File: src/rtl/ghr_spec_ctrl.sv
// Global history register sequencer for a speculative front end.
// Keeps speculative and architectural histories plus an in-order FIFO of predictions.
module ghr_spec_ctrl #(
    parameter int HISTORY_SIZE = 64,
    parameter int DEPTH        = 8
) (
    input  logic                       clk,
    input  logic                       rst,
    input  logic                       pred_valid,
    input  logic                       pred_taken,
    output logic                       pred_ready,
    input  logic                       resolve_valid,
    input  logic                       resolve_taken,
    input  logic                       flush,
    output logic [HISTORY_SIZE-1:0]    spec_history,
    output logic [HISTORY_SIZE-1:0]    arch_history,
    output logic [$clog2(DEPTH):0]     inflight_count,
    output logic                       mispredict,
    output logic                       underflow_err
);

    localparam int PW = $clog2(DEPTH);
    localparam int CW = PW + 1;
    localparam logic [CW-1:0] FULL = CW'(DEPTH);

    typedef enum logic {
        NORMAL,
        RECOVER
    } state_t;

    state_t                  state;
    logic [DEPTH-1:0]        fifo;
    logic [PW-1:0]           head;
    logic [PW-1:0]           tail;
    logic [CW-1:0]           count;

    logic                    push;
    logic                    res;
    logic                    mis;
    logic                    head_bit;
    logic [HISTORY_SIZE-1:0] arch_next;

    // Readiness depends only on registered state.
    assign pred_ready     = (state == NORMAL) && (count != FULL);
    assign inflight_count = count;

    // Decode this cycle's events and the post-resolve architectural history.
    always_comb begin
        head_bit  = fifo[head];
        push      = pred_valid && pred_ready;
        res       = resolve_valid && (count != '0);
        mis       = res && (head_bit != resolve_taken);
        arch_next = arch_history;
        if (res) begin
            arch_next = {arch_history[HISTORY_SIZE-2:0], resolve_taken};
        end
    end

    // Histories, FIFO pointers, recovery state and status pulses.
    always_ff @(posedge clk or posedge rst) begin
        if (rst) begin
            state         <= NORMAL;
            fifo          <= '0;
            head          <= '0;
            tail          <= '0;
            count         <= '0;
            spec_history  <= '0;
            arch_history  <= '0;
            mispredict    <= 1'b0;
            underflow_err <= 1'b0;
        end else begin
            mispredict    <= mis;
            underflow_err <= resolve_valid && (count == '0);
            arch_history  <= arch_next;
            if (flush || mis) begin
                // Squash everything in flight; a same-cycle push is dropped.
                spec_history <= arch_next;
                head         <= '0;
                tail         <= '0;
                count        <= '0;
                state        <= RECOVER;
            end else begin
                state <= NORMAL;
                if (push) begin
                    fifo[tail]   <= pred_taken;
                    tail         <= tail + PW'(1);
                    spec_history <= {spec_history[HISTORY_SIZE-2:0], pred_taken};
                end
                if (res) begin
                    head <= head + PW'(1);
                end
                if (push && !res) begin
                    count <= count + CW'(1);
                end else if (!push && res) begin
                    count <= count - CW'(1);
                end
            end
        end
    end

endmodule

File: config.mk
export PLATFORM = sky130hd
export DESIGN_NAME = ghr_spec_ctrl
export DESIGN_NICKNAME = d
export VERILOG_FILES = /design/src/rtl/ghr_spec_ctrl.sv
export SDC_FILE = /design/constraint.sdc
export NUM_CORES = 1
export LEC_CHECK = 0
export ABC_CLOCK_PERIOD_IN_PS = 8200
export CAP_MARGIN = 20
export CORE_MARGIN = 8
export CORE_UTILIZATION = 31
export DETAILED_ROUTE_END_ITERATION = 12
export PLACE_DENSITY_LB_ADDON = 0.3
export SLEW_MARGIN = 20
export SYNTH_ARGS = -nofsm -noshare
export SYNTH_HDL_FRONTEND = slang
export SYNTH_SLANG_ARGS = --single-unit
File: constraint.sdc
create_clock -name clk -period 8.2 [get_ports clk]
set_input_delay 1.23 -clock clk [delete_from_list [all_inputs] [get_ports clk]]
set_output_delay 1.23 -clock clk [all_outputs]
set_load 0.03 [all_outputs]
==> results.cfg <==
[outcome]
status = complete, no violations

[global_routing]
grtUsageMet2_pct = 20.7
grt.overflow.total = 0
grt.total_usage_pct = 12.8
busiest_layer = met2
grt_max_degree = 94
grt_pass1_wl_mm = 26.8
grt_util_met3_pct = 4.11
use_met1_pct = 16.0
grt_pass1_vias = 4769
antenna_found_initial = 0

[cts]
cts_tree = yes
postCtsSetupBuffers = 0
cts_root_buffer = clkbuf_16
clkLatencyLatePin_ns = 0.42
post_cts_resized = 0
clkSinkCount = 149
htreeDepth = 4
clock_path_buffers = 2
cts_buffers = 17
clkTransAtPathRegs_ns = 0.06
hold_buffers = 0

[place]
dp_hpwl_mm = 10.7
gp_congestion = 0.708
io_buffers = 141

[yosys]
yosysWarnings = 0
synth_cell_types = 33
ys_top_cells_by_area = dfrtp_1, mux2_2, nand2_1
ys.flop_type = dfrtp_1
yosys_register_bits = 149
yosysSeqAreaShare_pct = 55.5
syn_area_um2 = 6720
synth_top_cell_by_area = dfrtp_1
syn-instance-count = 588
avgSynthCellArea_um2 = 11.4
synthArstFlopShare_pct = 100
synth_nets = 600
synth_edf_count = 0
netlist.area_leader.share_pct = 55.5

[worst_setup_path]
r2r-end = inflight_count[1]$_DFFE_PP0P_
worst-path-buf-inv = 4
cp_data_arrival_time_ns = 4.43
start_kind = input pin
end_kind = register
critPathCapture = inflight_count[1]$_DFFE_PP0P_
critical-path-max-stage-delay_ns = 0.75
path_max_fanout = 67
cp_cell_sequence = clkdlybuf4s50_1 -> o41a_2 -> buf_4 -> nand2_1 -> mux2i_1 -> nor2_4 -> buf_4 -> clkinv_1 -> a211oi_1
worstSetupPathDepth = 9
reg2reg_depth = 8
crit_slowest_cell = buf_4
critPathKind = input pin to register
rrSetupSlack_ns = 4.50
r2r_start = inflight_count[0]$_DFFE_PP0P_
cp.required_ns = 8.52
critPathTopFamily = buffers and inverters
startpoint = resolve_valid
crit_top_cell = buf_4

[layout]
multi_input_area_um2 = 2790
drive_gt1_share_pct = 17.6
fillers = 2031
area_delta_synth_final_pct = 33.7
final_util_pct = 41.7
final-seq-area_um2 = 3730
nets = 732
antenna_cells = 0

[die]
initial_core_util_pct = 31.2
rows = 54
die_y_um = 163
design.core.area_um2 = 21600
num_io_pins = 142
die_width_um = 163
die_area_um2 = 26600

[timing]
report.final.setup_viol = 0
tns_ns = 0
fin_skew_ns = 0.00821
period_share_pct = 50.1
max_freq_ghz = 0.243
rsz0062_at_grt = false
final-hold-violation-count = 0
tightest_slew_ns = 1.09
relSlewSlack_pct = 27.1
slew_viol_final = 0
post-route-min-period_ns = 4.11

[pwr]
leakagePower_nw = 4.42
combPwrFrac_pct = 32.8
netSwitchingFraction_pct = 35.9
cellPowerDensity_nw_per_um2 = 295
peakVddDrop_mv = 0.244
sequentialPowerShare_pct = 35.1
p_int_w = 0.00170
p_sw_w = 0.000950
clkPwrFrac_pct = 32.1
total_power_w = 0.00265

[drt]
drc = 0
drtAntennaViolNets = 0
first_iter_violations = 198
drt_pass1_iterations = 4
wl_per_cell_um = 16.4
route.final.wire_length_mm = 16.6
num_vias = 4627
via_per_inst = 4.57

[hold_path]
worstHoldPathType = register to register

[flow_run]
maxCapViolCount = 0
## state kept, by name, indices dropped and copies added, names as in the netlist
register	flops
fifo	8
state	1
inflight_count	4
tail	3
arch_history	64
spec_history	64
underflow_err	1
mispredict	1
head	3
## layout make-up
type	count	share of cell area (%)
tap	280	3.90
multi-input combinational	402	31.0
sequential	149	41.5
timing repair buffer	145	16.1
clock inverter	13	2.16
inverter	5	0.265
clock buffer	19	5.05
## synthesized netlist by cell type, drive strengths merged, types with 2 or more instances
library cell  count
and2              2
nand2           198
nand4             2
a21oi             3
buf              19
inv               4
xor2              2
xnor2             4
nor2b             5
a21o              2
mux2i             7
nor2             19
nand3             8
dfrtp           149
mux2            136
ha                4
clkbuf           13
## layout by cell type (no fill, tap or decap), drive strengths merged, types with 2 or more instances in the layout
cell type        n
nand4            2
a21oi            3
a21o             2
clkdlybuf4s50  141
nor2            19
xnor2            4
bufinv           4
ha               4
clkinv           6
clkbuf          19
xor2             2
inv              7
mux2           136
buf              4
and2             2
mux2i            7
nand3            8
nand2          198
dfrtp          149
nor2b            5
## through the flow
| stage | setup slack (ns) | hold slack, ns | cell area, µm² | std cells |
|---|---|---|---|---|
| 3_3_place_gp | 3.66 | 0.467 | 8330 | 981 |
| 6_report | 4.09 | 0.485 | 8980 | 1013 |
| 3_5_place_dp | 3.61 | 0.476 | 8330 | 981 |
| 4_1_cts | 4.06 | 0.493 | 8980 | 1013 |
| 2_1_floorplan | 2.96 | 0.457 | 6720 | 588 |
| 5_1_grt | 3.78 | 0.510 | 8980 | 1013 |
## cell families after synthesis
group	after synthesis	share of synthesized area [%]
xor+xnor	6	0.782
compound gates	9	1.10
buf+inv	37	3.30
simple gates	238	14.1
flops	149	55.5
fa+ha+maj	5	1.04
mux	144	24.2
## power by group through the flow
stage / registers (W) / clock network (W) / logic (W)
after floorplan: 0.00107 / 0 / 0.000457
after global placement: 0.000948 / 0 / 0.000877
after detailed placement: 0.000944 / 0 / 0.000883
after CTS: 0.000932 / 0.000871 / 0.000885
after global routing: 0.000944 / 0.000898 / 0.000943
final: 0.000930 / 0.000851 / 0.000868
## routing by layer
metal  part of all wire [%]  vias up
met3                    6.4       15
met2                     48      120
met5                      0        -
met4                    1.2        0
li1                       -     2231
met1                     45     2261
## worst min-delay path by stage
stage / cells after the start / slack [ns] / start / to
after floorplan: 1 / 0.46 / fifo[0]$_DFFE_PP0P_ / fifo[0]$_DFFE_PP0P_
after global placement: 1 / 0.47 / fifo[2]$_DFFE_PP0P_ / fifo[2]$_DFFE_PP0P_
after detailed placement: 1 / 0.48 / fifo[1]$_DFFE_PP0P_ / fifo[1]$_DFFE_PP0P_
after CTS: 1 / 0.49 / fifo[0]$_DFFE_PP0P_ / fifo[0]$_DFFE_PP0P_
after global routing: 1 / 0.51 / fifo[1]$_DFFE_PP0P_ / fifo[1]$_DFFE_PP0P_
final: 1 / 0.48 / fifo[3]$_DFFE_PP0P_ / fifo[3]$_DFFE_PP0P_
Note: power is estimated with default switching activity, not from simulation.
